### src/rtl/dmem_mmio_responder_pkg.sv
// Shared definitions for the data-memory MMIO responder: register map,
// STATUS bit layout and serializer states.
package dmem_mmio_pkg;

    localparam logic [2:0] REG_TXDATA = 3'd0;
    localparam logic [2:0] REG_STATUS = 3'd1;
    localparam logic [2:0] REG_CYCLE  = 3'd2;
    localparam logic [2:0] REG_GPIO   = 3'd3;
    localparam logic [2:0] REG_BAUD   = 3'd4;

    localparam int ST_FULL    = 0;
    localparam int ST_EMPTY   = 1;
    localparam int ST_OVF     = 2;
    localparam int ST_CNT_LSB = 4;

    typedef enum logic [1:0] {
        IDLE,
        START,
        DATA,
        STOP
    } tx_state_e;

endpackage

### src/rtl/dmem_mmio_responder_if.sv
// Data-memory bus as seen by the SRAMs: active-low enables, word address,
// store data, plus the responder's read data and bus-ownership flag.
interface dmem_mmio_responder_if;
    logic        ce_n;
    logic [3:0]  oe_n;
    logic [3:0]  we_n;
    logic [14:0] addr;
    logic [31:0] wdata;
    logic [31:0] rdata;
    logic        rd_drive;

    modport master (output ce_n, oe_n, we_n, addr, wdata, input rdata, rd_drive);
    modport slave  (input ce_n, oe_n, we_n, addr, wdata, output rdata, rd_drive);
endinterface

### src/rtl/dmem_mmio_responder_uart_tx.sv
// 8N1 transmitter: byte FIFO feeding a START/DATA/STOP serializer whose
// bit period (baud_div+1 cycles) is re-sampled at the start of every bit.
module mmio_uart_tx
    import dmem_mmio_pkg::*;
#(
    parameter int FIFO_DEPTH = 8,
    localparam int AW = $clog2(FIFO_DEPTH),
    localparam int CW = AW + 1
) (
    input  logic          clk,
    input  logic          rst_n,
    input  logic          push,
    input  logic [7:0]    push_data,
    input  logic [15:0]   baud_div,
    input  logic          overflow_clr,
    output logic          full,
    output logic          empty,
    output logic [CW-1:0] count,
    output logic          overflow,
    output logic          tx
);

    tx_state_e       state_q, state_d;
    logic [15:0]     bit_cnt_q, bit_cnt_d;
    logic [2:0]      bit_idx_q, bit_idx_d;
    logic [7:0]      shreg_q, shreg_d;
    logic [AW-1:0]   wr_ptr_q, wr_ptr_d, rd_ptr_q, rd_ptr_d;
    logic [CW-1:0]   count_q, count_d;
    logic            overflow_q, overflow_d;
    logic [7:0]      mem_q [FIFO_DEPTH];
    logic            pop, push_ok, bit_done;

    assign full     = (count_q == CW'(FIFO_DEPTH));
    assign empty    = (count_q == '0);
    assign count    = count_q;
    assign overflow = overflow_q;
    assign bit_done = (bit_cnt_q == '0);

    always_comb begin
        state_d   = state_q;
        bit_cnt_d = bit_cnt_q;
        bit_idx_d = bit_idx_q;
        shreg_d   = shreg_q;
        pop       = 1'b0;
        tx        = 1'b1;
        unique case (state_q)
            IDLE: begin
                if (!empty) begin
                    pop       = 1'b1;
                    shreg_d   = mem_q[rd_ptr_q];
                    bit_cnt_d = baud_div;
                    state_d   = START;
                end
            end
            START: begin
                tx = 1'b0;
                if (bit_done) begin
                    bit_idx_d = '0;
                    bit_cnt_d = baud_div;
                    state_d   = DATA;
                end else begin
                    bit_cnt_d = bit_cnt_q - 16'd1;
                end
            end
            DATA: begin
                tx = shreg_q[bit_idx_q];
                if (bit_done) begin
                    bit_cnt_d = baud_div;
                    if (bit_idx_q == 3'd7) state_d = STOP;
                    else bit_idx_d = bit_idx_q + 3'd1;
                end else begin
                    bit_cnt_d = bit_cnt_q - 16'd1;
                end
            end
            STOP: begin
                if (bit_done) begin
                    // Chain straight into the next frame so back-to-back bytes have no idle gap.
                    if (!empty) begin
                        pop       = 1'b1;
                        shreg_d   = mem_q[rd_ptr_q];
                        bit_cnt_d = baud_div;
                        state_d   = START;
                    end else begin
                        state_d = IDLE;
                    end
                end else begin
                    bit_cnt_d = bit_cnt_q - 16'd1;
                end
            end
            default: state_d = IDLE;
        endcase

        push_ok  = push && (!full || pop);
        wr_ptr_d = push_ok ? wr_ptr_q + AW'(1) : wr_ptr_q;
        rd_ptr_d = pop ? rd_ptr_q + AW'(1) : rd_ptr_q;
        count_d  = count_q + CW'(push_ok) - CW'(pop);

        overflow_d = overflow_clr ? 1'b0 : overflow_q;
        if (push && !push_ok) overflow_d = 1'b1;
    end

    always_ff @(posedge clk or negedge rst_n) begin
        if (!rst_n) begin
            state_q    <= IDLE;
            bit_cnt_q  <= '0;
            bit_idx_q  <= '0;
            shreg_q    <= '0;
            wr_ptr_q   <= '0;
            rd_ptr_q   <= '0;
            count_q    <= '0;
            overflow_q <= 1'b0;
        end else begin
            state_q    <= state_d;
            bit_cnt_q  <= bit_cnt_d;
            bit_idx_q  <= bit_idx_d;
            shreg_q    <= shreg_d;
            wr_ptr_q   <= wr_ptr_d;
            rd_ptr_q   <= rd_ptr_d;
            count_q    <= count_d;
            overflow_q <= overflow_d;
        end
    end

    always_ff @(posedge clk) begin
        if (push_ok) mem_q[wr_ptr_q] <= push_data;
    end

endmodule

### src/rtl/dmem_mmio_responder.sv
// MMIO register window on the data-memory bus: address decode, byte-lane
// writes, CYCLE/GPIO/BAUDDIV registers, read mux and the UART transmitter.
module dmem_mmio_responder
    import dmem_mmio_pkg::*;
#(
    parameter int          FIFO_DEPTH = 8,
    parameter logic [14:0] BASE       = 15'h7FF0,
    parameter logic [15:0] BAUD_RESET = 16'd16
) (
    input  logic                  clk,
    input  logic                  rst_n,
    dmem_mmio_responder_if.slave  bus,
    output logic [31:0]           gpio_out,
    output logic                  tx
);

    localparam int          CW        = $clog2(FIFO_DEPTH) + 1;
    localparam logic [14:0] BASE_LAST = BASE + 15'd4;

    logic [31:0]   cycle_q, cycle_d, gpio_q, gpio_d;
    logic [15:0]   baud_q, baud_d;
    logic          hit, push, ovf_clr, full, empty, overflow;
    logic [2:0]    sel;
    logic [3:0]    wr_lane;
    logic [CW-1:0] count;

    assign hit     = !bus.ce_n && (bus.addr >= BASE) && (bus.addr <= BASE_LAST);
    assign sel     = 3'(bus.addr - BASE);
    assign wr_lane = {4{hit}} & ~bus.we_n;
    assign push    = wr_lane[0] && (sel == REG_TXDATA);
    assign ovf_clr = wr_lane[0] && (sel == REG_STATUS) && bus.wdata[ST_OVF];

    always_comb begin
        // Unwritten CYCLE bytes still advance, so a partial write never stalls the count.
        cycle_d = cycle_q + 32'd1;
        gpio_d  = gpio_q;
        baud_d  = baud_q;
        for (int i = 0; i < 4; i++) begin
            if (wr_lane[i] && sel == REG_CYCLE) cycle_d[8*i +: 8] = bus.wdata[8*i +: 8];
            if (wr_lane[i] && sel == REG_GPIO)  gpio_d[8*i +: 8]  = bus.wdata[8*i +: 8];
        end
        for (int i = 0; i < 2; i++) begin
            if (wr_lane[i] && sel == REG_BAUD) baud_d[8*i +: 8] = bus.wdata[8*i +: 8];
        end
    end

    always_ff @(posedge clk or negedge rst_n) begin
        if (!rst_n) begin
            cycle_q <= '0;
            gpio_q  <= '0;
            baud_q  <= BAUD_RESET;
        end else begin
            cycle_q <= cycle_d;
            gpio_q  <= gpio_d;
            baud_q  <= baud_d;
        end
    end

    assign gpio_out     = gpio_q;
    assign bus.rd_drive = hit && (bus.we_n == 4'hF) && (bus.oe_n != 4'hF);

    always_comb begin
        bus.rdata = '0;
        if (bus.rd_drive) begin
            unique case (sel)
                REG_STATUS: begin
                    bus.rdata[ST_CNT_LSB +: 4] = 4'(count);
                    bus.rdata[ST_OVF]          = overflow;
                    bus.rdata[ST_EMPTY]        = empty;
                    bus.rdata[ST_FULL]         = full;
                end
                REG_CYCLE: bus.rdata = cycle_q;
                REG_GPIO:  bus.rdata = gpio_q;
                REG_BAUD:  bus.rdata = {16'b0, baud_q};
                default:   bus.rdata = '0;
            endcase
        end
    end

    mmio_uart_tx #(.FIFO_DEPTH(FIFO_DEPTH)) u_uart_tx (
        .clk          (clk),
        .rst_n        (rst_n),
        .push         (push),
        .push_data    (bus.wdata[7:0]),
        .baud_div     (baud_q),
        .overflow_clr (ovf_clr),
        .full         (full),
        .empty        (empty),
        .count        (count),
        .overflow     (overflow),
        .tx           (tx)
    );

endmodule

### src/flat_wrapper.sv
// flat-port wrapper written by rule: the top's interface ports become plain ports
module dmem_mmio_responder_flat import dmem_mmio_pkg::*;
#(
    parameter int          FIFO_DEPTH = 8,
    parameter logic [14:0] BASE       = 15'h7FF0,
    parameter logic [15:0] BAUD_RESET = 16'd16
)
  (clk, rst_n, gpio_out, tx, bus_ce_n, bus_oe_n, bus_we_n, bus_addr, bus_wdata, bus_rdata, bus_rd_drive);
  dmem_mmio_responder_if bus_i ();
  input  logic clk;
  input  logic rst_n;
  output logic [31:0] gpio_out;
  output logic tx;
  input wire logic [$bits(bus_i.ce_n)-1:0] bus_ce_n;
  input wire logic [$bits(bus_i.oe_n)-1:0] bus_oe_n;
  input wire logic [$bits(bus_i.we_n)-1:0] bus_we_n;
  input wire logic [$bits(bus_i.addr)-1:0] bus_addr;
  input wire logic [$bits(bus_i.wdata)-1:0] bus_wdata;
  output wire logic [$bits(bus_i.rdata)-1:0] bus_rdata;
  output wire logic [$bits(bus_i.rd_drive)-1:0] bus_rd_drive;
  assign bus_i.ce_n = bus_ce_n;
  assign bus_i.oe_n = bus_oe_n;
  assign bus_i.we_n = bus_we_n;
  assign bus_i.addr = bus_addr;
  assign bus_i.wdata = bus_wdata;
  assign bus_rdata = bus_i.rdata;
  assign bus_rd_drive = bus_i.rd_drive;
  dmem_mmio_responder #(.FIFO_DEPTH(FIFO_DEPTH), .BASE(BASE), .BAUD_RESET(BAUD_RESET)) u_core (.clk(clk), .rst_n(rst_n), .bus(bus_i), .gpio_out(gpio_out), .tx(tx));
endmodule
### config.mk
export PLATFORM = sky130hd
export DESIGN_NAME = dmem_mmio_responder_flat
export DESIGN_NICKNAME = d
export VERILOG_FILES = /design/src/rtl/dmem_mmio_responder_pkg.sv /design/src/rtl/dmem_mmio_responder_if.sv /design/src/rtl/dmem_mmio_responder_uart_tx.sv /design/src/rtl/dmem_mmio_responder.sv /design/src/flat_wrapper.sv
export SDC_FILE = /design/constraint.sdc
export NUM_CORES = 1
export LEC_CHECK = 0
export ABC_AREA = 0
export ABC_CLOCK_PERIOD_IN_PS = 5300
export CORE_ASPECT_RATIO = 1.4
export CORE_MARGIN = 4
export CORE_UTILIZATION = 55
export CTS_CLUSTER_DIAMETER = 150
export DETAILED_ROUTE_END_ITERATION = 6
export GPL_TIMING_DRIVEN = 1
export HOLD_SLACK_MARGIN = 0.05
export PLACE_DENSITY = 0.89
export SYNTH_ARGS = -nofsm -noshare
export SYNTH_HDL_FRONTEND = slang
export SYNTH_HIERARCHICAL = 1
export SYNTH_SLANG_ARGS = --single-unit
### constraint.sdc
create_clock -name clk -period 5.3 [get_ports clk]
set_clock_uncertainty 0.1 [all_clocks]
set_input_delay 1.06 -clock clk [delete_from_list [all_inputs] [get_ports clk]]
set_output_delay 1.06 -clock clk [all_outputs]
set_load 0.02 [all_outputs]
# --- After elaboration in Yosys (flattened, before gate mapping) ---
# Memory sizes are Yosys's and may differ from the RTL's.
# Index checks and enable logic that the tools add are counted.
word_totals:
  ramBits: 64
  input_bits: 58
  memories: 1
  ff_bits: 120
op_classes:
  addsub: 8
  magnitude_cmp: 3
  reduce_logical: 34
  n_bitwise: 2
  n_eq_ne: 17
  muxes: 37
memory_table:
  columns: ["memory", "depth", "width", "read_ports", "rd_ports_with_merged_regs", "write_ports", "line_no", "source"]
  rows:
  - ["u_core.u_uart_tx.mem_q", 8, 8, 1, 0, 1, "dmem_mmio_responder_uart_tx.sv:30", "logic [7:0] mem_q [FIFO_DEPTH];"]
ops:
  columns: ["operator", "count"]
  rows:
  - ["$pmux W24 S3", 1]
  - ["$mux W16", 3]
  - ["$mux W8", 6]
  - ["$pmux W16 S3", 1]
  - ["$add A32 B1 Y32 const B", 1]
  - ["$mux W32", 1]
  - ["$logic_and A1 B1 Y1", 19]
  - ["$logic_not A16 Y1", 1]
  - ["$pmux W4 S4", 1]
  - ["$pmux W8 S2", 1]
  - ["$sub A16 B1 Y16 const B", 1]
  - ["$ge A15 B15 Y1 const B", 1]
  - ["$le A15 B15 Y1 const B", 1]
  - ["$ne A2 B2 Y1 const B", 6]
  - ["$pmux W3 S4", 1]
  - ["$mux W2", 5]
  - ["$add A3 B1 Y3 const B", 3]
  - ["$mux W3", 3]
  - ["$eq A4 B4 Y1 const B", 2]
  - ["$mux W1", 8]
  - ["$pmux W2 S4", 1]
  - ["$eq A3 B2 Y1 const B", 2]
  - ["$eq A3 B3 Y1 const B", 2]
  - ["$pmux W3 S2", 1]
  - ["other kinds (23)", 29]

# --- Depth between registers and ports, before layout ---
depth:
  word_depth: 9
  ltp_mapped: 12
  depth_no_buf: 11

# --- Cells and area by module ---
# The synthesis kept the hierarchy.
modules_own_cells:
  columns: ["mod", "cells_per_inst", "n_inst", "area_per_inst_um2", "seq_area_each_um2"]
  rows:
  - ["mmio_uart_tx", 395, 1, 5225.0, 2922.8]
  - ["dmem_mmio_responder", 435, 1, 4416.7, 2003.2]

# --- Least setup slack after synthesis ---
# Ideal clock, no wire load.
synth_timing:
  kind: "input to register"
  from: "input port bus_addr[5]"
  to: "memory u_core.u_uart_tx.mem_q[1][0], enable pin"
  cell_stages: 8
  path_buffers: 0
  t_arrival_ns: 3.633
  slack_ns: 1.169
  path_cell_list: "nand4_1 nor4_1 nand2_1 nor3_1 nand2_1 o32ai_1 a41oi_4 nor4b_1"
synth_between:
  elab_chain_len: 8
  elab_cells_between_ends: 9
  classes_between: "2 x order compare; 2 x mux; 1 x bitwise; 4 x reduce/logical"
synth_rtl:
  columns: ["item", "line_no", "source"]
  rows:
  - ["start: declaration", "flat_wrapper.sv:17", "input wire logic [$bits(bus_i.addr)-1:0] bus_addr;"]
  - ["$ge A15 B15 Y1", "dmem_mmio_responder.sv:27", "assign hit = !bus.ce_n && (bus.addr >= BASE) && (bus.addr <= BASE_LAST);"]
  - ["$logic_and A1 B1 Y1", "dmem_mmio_responder.sv:27", null]
  - ["$logic_and A1 B1 Y1 (*)", "dmem_mmio_responder.sv:27", null]
  - ["$and A4 B4 Y4 (*)", "dmem_mmio_responder.sv:29", "assign wr_lane = {4{hit}} & ~bus.we_n;"]
  - ["$logic_and A1 B1 Y1 (*)", "dmem_mmio_responder.sv:30", "assign push = wr_lane[0] && (sel == REG_TXDATA);"]
  - ["named net u_core.push", "dmem_mmio_responder.sv:22", "logic hit, push, ovf_clr, full, empty, overflow;"]
  - ["$logic_and A1 B1 Y1 (*)", "dmem_mmio_responder_uart_tx.sv:93", "push_ok = push && (!full || pop);"]
  - ["$mux W1 (*)", "dmem_mmio_responder_uart_tx.sv:125", "if (push_ok) mem_q[wr_ptr_q] <= push_data;"]
  - ["$mux W1 (implied by the code) (*)", "dmem_mmio_responder_uart_tx.sv:125", null]
  - ["end: declaration", "dmem_mmio_responder_uart_tx.sv:30", null]
# The timed path passes the listed nets; every way through them passes the cells marked *.

# --- Worst setup path after layout ---
layout_timing:
  from: "input port bus_addr[1]"
  to: "output port bus_rdata[17]"
layout_between:
  elab_chain_len: 6
  elab_cells_between_ends: 12
  classes_between: "1 x add/sub; 2 x order compare; 3 x eq/ne; 2 x mux; 4 x reduce/logical"
layout_rtl:
  columns: ["item", "line_no", "source"]
  rows:
  - ["$ge A15 B15 Y1", "dmem_mmio_responder.sv:27", null]
  - ["$logic_and A1 B1 Y1 (2 in a row)", "dmem_mmio_responder.sv:27", null]
  - ["$logic_and A1 B1 Y1 (2 in a row)", "dmem_mmio_responder.sv:60", "assign bus.rd_drive = hit && (bus.we_n == 4'hF) && (bus.oe_n != 4'hF);"]
  - ["$mux W32 (*)", "dmem_mmio_responder.sv:64", "if (bus.rd_drive) begin"]
  - ["end: declaration", "flat_wrapper.sv:19", "output wire logic [$bits(bus_i.rdata)-1:0] bus_rdata;"]
# Mark *: on every way between the ends. The rest lies on a longest branch, timed or not.

==> metrics.cfg <==
[worst_setup_path]
rr_worst_depth=10
worstPathRequired_ns=4.14
ff2ff_setup_slack_ns=1.53
crit_path_max_fanout=16
worst_setup_path_end_kind=output pin
crit_family=buffers and inverters
critPathLaunchType=primary input
crit_chain=clkdlybuf4s50_1 > or2_2 > a21oi_1 > nand3_2 > inv_2 > nand2_2 > nor2_1 > clkdlybuf4s50_1
path_class=primary input to output pin
cpPeakStageDelay_ns=0.70
r2r_start=u_core/u_uart_tx/bit_cnt_q[0]
crit_top_cell=clkdlybuf4s50_1
critical_path_arrival_ns=3.68
slowest_stage=clkdlybuf4s50_1
r2r-end=u_core/u_uart_tx/count[2]
path_buf_inv=3

[drt]
drt_iter0_drc=680
ant_nets=0
via_count=7588
first_pass_iters=7
wl_um=26100
viasPerCell=6.30
drc=1
wl_per_cell_um=21.7

[outcome]
violations=design-rule violations
run_status=finished, violations left

[yosys]
yosysTopAreaCell=dfrtp_1
ys_seq_area_share_pct=51.1
netlist_top_cells_area=dfrtp_1 31%, edfxtp_1 20%, mux2_2 6.2%
synth-seq-cells=184
synth_top_area_share_pct=30.9
synth_most_common_cell=dfrtp_1
synthArstFlopShare_pct=65.2
ys_types=85
ys_warn_count=6
netlist_area_um2=9640
syn_avg_cell_area_um2=11.6
netlist_instances=830
synth_fp_nets=905
synth_commonest_cells=119 x dfrtp_1, 113 x nor2_1, 69 x a21oi_1, 64 x edfxtp_1, 53 x mux2_2
synth-edff-count=64
synthFlopType=dfrtp_1

[layout]
nets=1030
antennaDiodeCount=0
stdcell_area_um2=11700
drive_above_1_share_pct=16.2
finish.utilization_pct=68.0
syn2layout_area_growth_pct=21.8

[place]
io_buffers=123
hpwl_um=18300
place_area_um2=11100
place_ws_ns=0.505
place_congestion=0.890

[sta]
finalSetupTns_ns=0
max_freq_ghz=0.206
final.min_clock_period_ns=4.84
slew_headroom_pct=28.1
setup-violations-final=0
holdWs_ns=0.421
slew_viol_final=0
grt_setup_unrepaired=false
fin_crit_sh_pct=91.4
worst_pin_slew_ns=1.08
hold_viol=0
layout_setup_ws_ns=0.457

[power_and_ir_drop]
combPwrFrac_pct=34.0
internal-power_uw=3030
clkPwrFrac_pct=27.0
leakage_uw=0.00469
power_switching_uw=1770
peakVddDrop_v=0.000266
p_seq_share_pct=39.0
power.density_nw_per_um2=408
swShare_pct=36.9

[job]
drv_cap=0

[min_path]
hp-class=flop to flop
hold_start=u_core/gpio_out[26]
whs_path_depth=1
min_to=u_core/gpio_out[26]

[floorplanning]
start_util_pct=55.9
pin_count=124
fp.dieArea_um2=19700
die_height_um=165
rows=57
coreArea_um2=17300
die_width_um=120

[cts]
cts_resized=0
clk_pin_slew_ns=0.08
cts_setup_buffers=0
cts.sinks=184
htreeDepth=4
cts_hold_buf=0
tritoncts=done
root_buffer=clkbuf_16
cts_buffers=17
cts.path.max_buffers=2
clk-insertion-delay-late_ns=0.44

[grt]
gr-max-usage-layer=met2
grt.overflow.total=0
met3_usage_pct=5.82
grt_pass1_wl_um=41100
grt_max_degree=57
grt_use_total_pct=26.9
grt_pass1_vias=7700
antenna_found_initial=0
use_met2_pct=48.6
use_met1_pct=30.3

[cell type report]
cell class | count | area, um^2
Fill cell | 1209 | 5520
Tap cell | 236 | 295
Timing Repair Buffer | 141 | 1360
Clock buffer | 17 | 425
Clock inverter | 15 | 178
Inverter | 16 | 60.1
Multi-Input combinational cell | 595 | 4500
Sequential cell | 184 | 4930
[sequential cells by signal (all words and copies together) (netlist names)]
| name | count |
|---|---|
| u_core/u_uart_tx/rd_ptr_q | 3 |
| u_core/gpio_out | 32 |
| u_core/u_uart_tx/mem_q | 64 |
| u_core/cycle_q | 32 |
| u_core/u_uart_tx/bit_idx_q | 3 |
| u_core/baud_q | 16 |
| u_core/u_uart_tx/count | 4 |
| u_core/u_uart_tx/wr_ptr_q | 3 |
| u_core/u_uart_tx/bit_cnt_q | 16 |
| u_core/u_uart_tx/shreg_q | 8 |
| u_core/u_uart_tx/overflow | 1 |
| u_core/u_uart_tx/state_q | 2 |
[cell usage in the layout, fill, tap and decap left out, types with 4 or more instances in the layout]
cell             count
nand3_1             15
o21ai_0             16
inv_8                4
o21a_1               4
a31oi_1              5
clkdlybuf4s50_1    121
buf_4               19
xnor2_1             15
nor4_4               4
mux2i_1             34
inv_1               15
nor2_1             113
mux4_2              18
mux2_1               9
xor2_1              27
and4_1               4
dfrtp_1            119
a22oi_1             19
nand2b_1             7
a21oi_1             69
nand3b_1             4
nand2_1             40
o22ai_1              6
nor4_1               5
mux2_2              53
nor2b_1              5
clkbuf_16           17
edfxtp_1            64
nor3_1              12
nand4_1             12
o31ai_1              4
and3_1               4
ha_1                16
[routing by layer]
layer | part of all wire [%] | vias up | routed length [um]
li1 | - | 3319 | -
met1 | 36 | 3736 | 9330
met2 | 53 | 425 | 13800
met3 | 6.4 | 108 | 1670
met4 | 5.1 | 0 | 1340
met5 | 0 | - | 0
[logic make-up after synthesis]
family,Yosys count,synth area share (%)
simple gates,266,15.1
flops,184,51.1
compound gates,156,10.5
mux,114,15.0
buf+inv,51,2.30
xor+xnor,42,3.82
fa+ha+maj,17,2.28
[how the worst max path moves through the flow]
stage	slack (ns)	cells after the start	from	end
3_3_place_gp	0.61	7	bus_addr[1]	bus_rdata[7]
6_report	0.46	8	bus_addr[1]	bus_rdata[17]
2_1_floorplan	1.17	8	bus_addr[5]	u_core/u_uart_tx/mem_q[1][0]
3_5_place_dp	0.50	8	bus_addr[1]	bus_rdata[17]
4_1_cts	0.48	8	bus_addr[1]	bus_rdata[17]
5_1_grt	0.29	8	bus_addr[1]	bus_rdata[25]
[metrics by stage]
step,std cells,total power [uW]
floorplan,830,3050
detailed placement,1172,3490
finish,1204,4800
global placement,1172,3390
CTS,1204,4780
global route,1204,5020
[power by group through the flow]
stage / registers [uW] / logic, uW / clock network [uW]
floorplan: 1750 / 1300 / 0
global placement: 1880 / 1510 / 0
detailed placement: 1890 / 1600 / 0
CTS: 1870 / 1610 / 1300
global route: 1890 / 1760 / 1360
finish: 1870 / 1630 / 1300
Note: power is estimated with default switching activity, not from simulation.
